`src/rtl/fm_read_sequencer_pkg.sv`:
```
// Shared widths, read-type codes and FSM encoding for the feature-map read sequencer.
package fm_read_sequencer_pkg;

    localparam int unsigned DATA_WIDTH      = 16;
    localparam int unsigned PARA_Y          = 3;
    localparam int unsigned READ_ADDR_WIDTH = 10;
    localparam int unsigned FM_SIZE_WIDTH   = 6;
    localparam int unsigned RAM_LATENCY     = 1;

    localparam logic [1:0] RD_CONV = 2'd0;
    localparam logic [1:0] RD_POOL = 2'd1;
    localparam logic [1:0] RD_FC   = 2'd2;
    localparam logic [1:0] RD_RSVD = 2'd3;

    typedef enum logic [1:0] {
        StIdle,
        StIssue,
        StDrain,
        StDone
    } state_t;

endpackage

```
`src/rtl/fm_read_skid_fifo.sv`:
```
// Two-entry fall-through FIFO: an incoming word is visible on head in the cycle it arrives
// when the FIFO is empty, and is only stored if it is not consumed in that same cycle.
module fm_read_skid_fifo
    import fm_read_sequencer_pkg::*;
#(
    parameter int unsigned WIDTH = PARA_Y * DATA_WIDTH
) (
    input  logic             clk,
    input  logic             rst_n,
    input  logic             push,
    input  logic [WIDTH-1:0] push_data,
    input  logic             pop_ready,
    output logic             valid,
    output logic [WIDTH-1:0] head,
    output logic [1:0]       count
);

    logic [WIDTH-1:0] mem_q [2];
    logic             wr_ptr_q;
    logic             rd_ptr_q;
    logic [1:0]       count_q;
    logic             empty;
    logic             pop;
    logic             store;
    logic             consume;

    assign empty   = (count_q == 2'd0);
    assign valid   = !empty || push;
    assign head    = empty ? push_data : mem_q[rd_ptr_q];
    assign pop     = valid && pop_ready;
    assign store   = push && !(empty && pop);
    assign consume = pop && !empty;
    assign count   = count_q;

    always_ff @(posedge clk or negedge rst_n) begin
        if (!rst_n) begin
            wr_ptr_q <= 1'b0;
            rd_ptr_q <= 1'b0;
            count_q  <= 2'd0;
        end else begin
            if (store) wr_ptr_q <= !wr_ptr_q;
            if (consume) rd_ptr_q <= !rd_ptr_q;
            count_q <= count_q + {1'b0, store} - {1'b0, consume};
        end
    end

    always_ff @(posedge clk) begin
        if (store) mem_q[wr_ptr_q] <= push_data;
    end

endmodule

```
`src/rtl/fm_read_sequencer.sv`:
```
// Feature-map RAM read initiator: walks a CONV/POOL/FC address pattern and streams the
// returned words out with back-pressure, never issuing more reads than the FIFO can absorb.
module fm_read_sequencer
    import fm_read_sequencer_pkg::*;
(
    input  logic                               clk,
    input  logic                               rst_n,
    input  logic                               start,
    input  logic [1:0]                         cfg_read_type,
    input  logic [READ_ADDR_WIDTH-1:0]         cfg_addr_start,
    input  logic [READ_ADDR_WIDTH-1:0]         cfg_addr_end,
    input  logic [READ_ADDR_WIDTH-1:0]         cfg_addr_step,
    input  logic [FM_SIZE_WIDTH-1:0]           cfg_sub_count,
    output logic                               busy,
    output logic                               done,
    output logic                               ram_ena_r,
    output logic [1:0]                         ram_read_type,
    output logic [READ_ADDR_WIDTH-1:0]         ram_addr_read,
    output logic [READ_ADDR_WIDTH-1:0]         ram_sub_addr_read,
    input  logic [PARA_Y*DATA_WIDTH-1:0]       ram_dout,
    output logic                               out_valid,
    input  logic                               out_ready,
    output logic [PARA_Y*DATA_WIDTH-1:0]       out_data,
    output logic                               out_last
);

    localparam int unsigned AW = READ_ADDR_WIDTH;
    localparam int unsigned FW = FM_SIZE_WIDTH;
    localparam int unsigned DW = PARA_Y * DATA_WIDTH;

    state_t          state_q, state_d;
    logic [1:0]      type_q;
    logic [AW-1:0]   addr_q, end_q, step_q;
    logic [FW-1:0]   sub_q, sub_last_q;
    logic            inflight_q, inflight_last_q;
    logic [1:0]      fifo_count;
    logic            fifo_valid;
    logic [DW:0]     fifo_head;
    logic            accept, empty_job, credit_ok, issue, row_done, final_read, pop;
    logic [AW:0]     next_addr;

    assign accept    = start && (state_q == StIdle);
    assign empty_job = (cfg_read_type == RD_RSVD) || (cfg_addr_end < cfg_addr_start);
    assign credit_ok = ({1'b0, fifo_count} + {2'b00, inflight_q}) < 3'd2;
    assign row_done  = (type_q != RD_CONV) || (sub_q == sub_last_q);
    // Extra bit catches the carry so the walk stops instead of wrapping to address 0.
    assign next_addr  = {1'b0, addr_q} + {1'b0, step_q};
    assign final_read = row_done && (next_addr[AW] || (next_addr[AW-1:0] > end_q));

    always_comb begin
        state_d = state_q;
        issue   = 1'b0;
        done    = 1'b0;
        unique case (state_q)
            StIdle: begin
                if (start) state_d = empty_job ? StDone : StIssue;
            end
            StIssue: begin
                issue = credit_ok;
                if (issue && final_read) state_d = StDrain;
            end
            StDrain: begin
                if (pop && fifo_head[DW]) state_d = StDone;
            end
            StDone: begin
                done    = 1'b1;
                state_d = StIdle;
            end
            default: state_d = StIdle;
        endcase
    end

    always_ff @(posedge clk or negedge rst_n) begin
        if (!rst_n) begin
            state_q         <= StIdle;
            type_q          <= '0;
            addr_q          <= '0;
            end_q           <= '0;
            step_q          <= '0;
            sub_q           <= '0;
            sub_last_q      <= '0;
            inflight_q      <= 1'b0;
            inflight_last_q <= 1'b0;
        end else begin
            state_q         <= state_d;
            inflight_q      <= issue;
            inflight_last_q <= issue && final_read;
            if (accept) begin
                type_q     <= cfg_read_type;
                end_q      <= cfg_addr_end;
                step_q     <= (cfg_addr_step == '0) ? AW'(1) : cfg_addr_step;
                sub_last_q <= (cfg_sub_count == '0) ? '0 : cfg_sub_count - FW'(1);
                if (!empty_job) begin
                    addr_q <= cfg_addr_start;
                    sub_q  <= '0;
                end
            end else if (issue && !final_read) begin
                if (!row_done) begin
                    sub_q <= sub_q + FW'(1);
                end else begin
                    sub_q  <= '0;
                    addr_q <= next_addr[AW-1:0];
                end
            end
        end
    end

    fm_read_skid_fifo #(
        .WIDTH (DW + 1)
    ) u_fifo (
        .clk       (clk),
        .rst_n     (rst_n),
        .push      (inflight_q),
        .push_data ({inflight_last_q, ram_dout}),
        .pop_ready (out_ready),
        .valid     (fifo_valid),
        .head      (fifo_head),
        .count     (fifo_count)
    );

    assign pop               = fifo_valid && out_ready;
    assign busy              = (state_q != StIdle);
    assign ram_ena_r         = issue;
    assign ram_read_type     = type_q;
    assign ram_addr_read     = addr_q;
    assign ram_sub_addr_read = {{(AW - FW){1'b0}}, sub_q};
    assign out_valid         = fifo_valid;
    assign out_data          = fifo_valid ? fifo_head[DW-1:0] : '0;
    assign out_last          = fifo_valid && fifo_head[DW];

endmodule

```
`config.mk`:
```
export PLATFORM = sky130hd
export DESIGN_NAME = fm_read_sequencer
export DESIGN_NICKNAME = d
export VERILOG_FILES = /design/src/rtl/fm_read_sequencer_pkg.sv /design/src/rtl/fm_read_skid_fifo.sv /design/src/rtl/fm_read_sequencer.sv
export SDC_FILE = /design/constraint.sdc
export NUM_CORES = 1
export LEC_CHECK = 0
export CAP_MARGIN = 0
export CORE_MARGIN = 8
export CORE_UTILIZATION = 45
export DETAILED_ROUTE_END_ITERATION = 7
export PLACE_DENSITY = 0.74
export SLEW_MARGIN = 5
export SYNTH_ARGS = -nofsm -noshare
export SYNTH_HDL_FRONTEND = slang
export SYNTH_HIERARCHICAL = 1
export SYNTH_SLANG_ARGS = --single-unit
```
`constraint.sdc`:
```
create_clock -name clk -period 4.8 [get_ports clk]
set_input_delay 0.96 -clock clk [delete_from_list [all_inputs] [get_ports clk]]
set_output_delay 0.96 -clock clk [all_outputs]
set_load 0.02 [all_outputs]
```
-- After elaboration in Yosys (flattened, before gate mapping)
Memories as Yosys holds them, arrays and structs flattened.
Cells that the tools add are included.
- logic and storage cells: 83
- latch bits: 0
- register bits: 52
- input port bits: 90
- output and inout bits: 75
- ROM bits: 0
- bits in writable memories: 98
- memories: 1
- memories (memory ; words ; width ; read ports ; clocked after Yosys merged registers in ; write ports ; line ; source):
    u_fifo.mem_q ; 2 ; 49 ; 1 ; 0 ; 1 ; fm_read_skid_fifo.sv:18 ; logic [WIDTH-1:0] mem_q [2];
- multipliers: 0
- multiplexer cells: 21
- add/subtract/negate cells: 6
- divide/modulo/power cells: 0
- bitwise gates (word level): 0
- reductions and logical operators: 31
- equal/unequal tests: 9
- magnitude comparators: 3
- shift-type cells: 0
- operator list (kind ; count):
    10-bit 2-to-1 mux ; 5
    49-bit 2-to-1 mux ; 1
    48-bit 2-to-1 mux ; 1
    6-bit 2-to-1 mux ; 5
    10-bit by 10-bit adder with 11-bit output ; 1
    1-bit logical AND ; 11
    10-bit greater-than comparator ; 1
    10-bit zero test ; 1
    10-bit less-than comparator ; 1
    2-bit 2-to-1 mux ; 4
    2-bit inequality test, second input constant ; 4
    2-bit one-hot mux with 4 select lines ; 1
    2-bit nonzero test ; 4
    6-bit by 1-bit adder with 6-bit output, second input constant ; 1
    2-bit equality test, second input constant ; 3
    6-bit equality test ; 1
    6-bit zero test ; 1
    3-bit AND reduction ; 2
    6-bit by 1-bit subtractor with 6-bit output, second input constant ; 1
    1-bit zero test ; 5
    2-bit zero test ; 2
    1-bit logical OR ; 4
    1-bit 2-to-1 mux ; 4
    2-bit by 1-bit adder with 3-bit output ; 1
    other kinds (5) ; 5

-- Longest topological paths before layout
- word-level depth: 9
- gate-level depth with buffers: 16
- depth with buffers taken out: 16

-- By module
Netlist, hierarchy kept.
- by module, submodules not included (module ; cells an instance ; sequential area each (um^2) ; instances ; area an instance (um^2)):
    fm_read_skid_fifo ; 291 ; 3042.9 ; 1 ; 4310.4
    fm_read_sequencer ; 380 ; 1201.2 ; 1 ; 3569.7

-- Worst setup path after synthesis
No wires, ideal clock.
- path type: input to register
- from: input port out_ready
- to: memory u_fifo/mem_q[0][0] (netlist name), enable pin
- required time: 4.344 ns
- stages: 2
- setup slack: 1.144 ns
- arrival: 3.200 ns
- buffers on the path: 0
- cell sequence: nor3b_1 -> nor2_1
- longest elaborated chain between the ends: 6
- ends and longest elaborated chain (element ; line ; source):
    from (decl) ; fm_read_sequencer.sv:22 ; input logic out_ready,
    1-bit logical AND ; fm_read_skid_fifo.sv:30 ; assign pop = valid && pop_ready;
    1-bit logical AND ; fm_read_skid_fifo.sv:31 ; assign store = push && !(empty && pop);
    1-bit zero test ; fm_read_skid_fifo.sv:31 ;
    1-bit logical AND ; fm_read_skid_fifo.sv:31 ;
    1-bit 2-to-1 mux ; fm_read_skid_fifo.sv:48 ; if (store) mem_q[wr_ptr_q] <= push_data;
    1-bit 2-to-1 mux (not written as such) ; fm_read_skid_fifo.sv:48 ;
    to (decl) ; fm_read_skid_fifo.sv:18 ;
Every way passes these cells.

-- Worst setup path in the final report
- from: register u_fifo.count_q[0] (netlist: u_fifo/count[0])
- to: output port out_data[3]
- elaborated cells between the ends (all ways): 5
- classes of those cells: 2 x mux; 3 x reduce/logical
- RTL lines (element ; line ; source):
    from (decl) ; fm_read_skid_fifo.sv:21 ; logic [1:0] count_q;
    from (signal assigned) ; fm_read_skid_fifo.sv:43 ; count_q <= count_q + {1'b0, store} - {1'b0, consume};
    2-bit zero test ; fm_read_skid_fifo.sv:27 ; assign empty = (count_q == 2'd0);
    49-bit 2-to-1 mux ; fm_read_skid_fifo.sv:29 ; assign head = empty ? push_data : mem_q[rd_ptr_q];
    net fifo_head[3] ; fm_read_sequencer.sv:38 ; logic [DW:0] fifo_head;
    48-bit 2-to-1 mux ; fm_read_sequencer.sv:128 ; assign out_data = fifo_valid ? fifo_head[DW-1:0] : '0;
    to (decl) ; fm_read_sequencer.sv:23 ; output logic [PARA_Y*DATA_WIDTH-1:0] out_data,
The timed path passes the listed nets, and every way through them passes these cells.

==> run_results.csv <==
group,metric,value,unit
sta,fmax,258,MHz
drt,drt-initial-drc-count,316,
grt,grt_max_degree,51,
power_and_ir_drop,power_density,746,nW/um^2
place,gp_congestion,0.843,
floorplan,rows,48,
synthesis,synth_cells,671,
layout,layout_commonest_cell,"clkdlybuf4s50_1",
floorplan,start_util,45.7,%
sta,finalCritPeriodShare,80.7,%
synthesis,ys_warn_count,6,
grt,grt_pass1_wl,30100,um
cts,clk-insertion-delay-late,420,ps
sta,hold_violations,0,
layout,final_cell_mix,"clkdlybuf4s50_1, edfxtp_1, a21oi_1, mux2i_1, nor3_1",
synthesis,synth_cell_types,53,
floorplan,fp.dieArea,22000,um^2
sta,period_minus_slack,3870,ps
grt,antenna_found_initial,1,
cts,post_cts_buffers,0,
layout,area_growth,29.9,%
sta,worst_pin_slew,1100,ps
cts,hold_buffers,0,
sta,fin_setup_tns,0,ps
cts,cts_tree,"done",
worst_setup_path,cp.required,3840,ps
worst_setup_path,crit_type,"flip-flop to output pin",
grt,grt_pass1_vias,5673,
place,place_hpwl,13000,um
worst_setup_path,crit_path_end_kind,"output pin",
layout,final_cell_count_no_fill,1064,
cts,clk_pin_slew_worst_paths,70,ps
layout,fillCellCount,1455,
grt,grt_overflow,0,
drt,vias,5561,
synthesis,synthArstFlopShare,34.7,%
cts,cts-resized-gates,0,
power_and_ir_drop,peakVddDrop,446,uV
sta,drv_slew,0,
floorplan,core,17200,um^2
sta,rsz0062_at_grt,"false",
floorplan,die_width,148,um
floorplan,io_pins,165,
layout,drive_above_1_share,10.4,%
job,cap_violations,0,
cts,cts_max_level,4,
min_path,min_path_type,"input pin to async pin",
worst_setup_path,start_kind,"flip-flop",
outcome,status,"complete, no violations",
synthesis,synth_area_leaders,"edfxtp_1, dfrtp_1, mux2i_1",
synthesis,yosysSeqAreaShare,53.9,%
place,port_buffers,160,
floorplan,die_h,148,um
drt,finalWirelength,18500,um
synthesis,synth_seq_cells,150,
sta,slew_headroom,26.7,%
cts,cts_buffers,17,
cts,cts.sinks,150,
drt,avgViaCountPerCell,5.23,
worst_setup_path,cp_max_fo,50,
synthesis,synth_area_leader_cell,"edfxtp_1",
sta,finalSetupViolations,0,
synthesis,synth-edff-count,98,
drt,drc,0,
power_and_ir_drop,power.leakage,4.06,nW
drt,wl_per_cell,17.4,um
sta,finalClockSkew,7.79,ps
synthesis,synthFlopType,"edfxtp_1",
cts,clock-root-buffer,"clkbuf_16",
synthesis,synth_area,7880,um^2
place,place_inst,1031,
worst_setup_path,critical_path_arrival,2910,ps
layout,fin_nets,955,
synthesis,syn_area_per_cell,11.7,um^2
drt,dr.pass1.iters,8,
cts,clock_path_buffers,2,
grt,grt.total_usage,17.2,%
drt,route.antenna.remaining_nets,0,
synthesis,synth_top_area_share,37.3,%
Yosys cell counts, types with 3 or more instances:
library cell / count
buf_2: 8
mux2_4: 4
a31oi_1: 5
edfxtp_1: 98
nand2b_1: 8
a211oi_1: 6
dfrtp_1: 52
clkbuf_1: 18
a21oi_1: 71
buf_4: 4
nor3_1: 51
inv_1: 36
buf_6: 7
nand2_1: 27
a2bb2oi_1: 3
xor2_1: 8
a31o_2: 3
ha_1: 39
o21ai_0: 21
nor2_1: 15
mux2i_1: 58
nor4_1: 3
and2_1: 50
mux2_2: 24
xnor2_1: 13
nand3_1: 5
a21o_1: 3
per-stage QoR:
stage | cell area, um^2 | util [%] | total power, mW | setup WS [ps] | hold slack, ps
3_5_place_dp | 9650 | 56.0 | 6.37 | 1150 | 491
5_1_grt | 10200 | 59.4 | 8.17 | 727 | 429
2_1_floorplan | 7890 | - | 4.88 | 1140 | 443
4_1_cts | 10200 | 59.3 | 7.71 | 911 | 420
6_report | 10200 | 59.4 | 7.63 | 928 | 429
3_3_place_gp | 9650 | 56.0 | 6.35 | 1220 | 480
power breakdown:
part / switching, mW / internal [mW]
registers: 0.284 / 1.73
clock network: 0.567 / 0.735
logic: 2.29 / 2.03
kinds of logic (layout without fill, tap and decap cells):
| group | Yosys count | after routing | share of synthesized area, % |
|---|---|---|---|
| buf+inv | 74 | 238 | 4.51 |
| simple gates | 172 | 172 | 11.6 |
| fa+ha+maj | 40 | 40 | 6.45 |
| xor+xnor | 21 | 21 | 2.33 |
| mux | 86 | 86 | 11.6 |
| flops | 150 | 150 | 53.9 |
| compound gates | 127 | 127 | 9.61 |
| other cells | 1 | 5 | 0.0476 |
registers in the layout (all words and copies together), names as in the netlist:
| name | flops |
|---|---|
| sub_q | 6 |
| u_fifo/count | 2 |
| inflight_last_q | 1 |
| step_q | 10 |
| sub_last_q | 6 |
| ram_addr_read | 10 |
| ram_read_type | 2 |
| u_fifo/wr_ptr_q | 1 |
| u_fifo/rd_ptr_q | 1 |
| u_fifo/mem_q | 98 |
| inflight_q | 1 |
| end_q | 10 |
| state_q | 2 |
cell type report:
cell class	instances	area, um^2	area share (%)
tap	225	282	2.75
inverter	37	139	1.36
sequential	150	4250	41.5
timing repair buffer	169	1680	16.4
clock inverter	15	159	1.55
antenna	1	2.50	0.0245
clock buffer	17	425	4.16
multi-input combinational	450	3300	32.3
metal layers:
metal	GRT usage (%)	vias to the layer above	wire, um
met2	28.1	161	9020
met5	0	-	0
li1	-	2745	-
met1	21.7	2639	8060
met3	5.04	16	1270
met4	5.00	0	195
worst paths after layout:
path                       slack, ps  depth (start not counted)        startpoint                to
max                              930                          4   u_fifo/count[0]       out_data[3]
min                              430                          1             rst_n  ram_addr_read[2]
max reg2reg                     1100                         16  ram_addr_read[0]  ram_addr_read[0]
min reg2reg                      500                          2     sub_last_q[2]     sub_last_q[2]
max in group asynchronous       3530                          2             rst_n   u_fifo/count[1]
min in group clk                 500                          2     sub_last_q[2]     sub_last_q[2]
critical path: stages (launching register included):
cell             delay [ps]
dfrtp_2                 610
or2_2                   930
a21oi_1                 150
and2_1                  240
clkdlybuf4s50_1         550
Note: power is estimated with default switching activity, not from simulation.
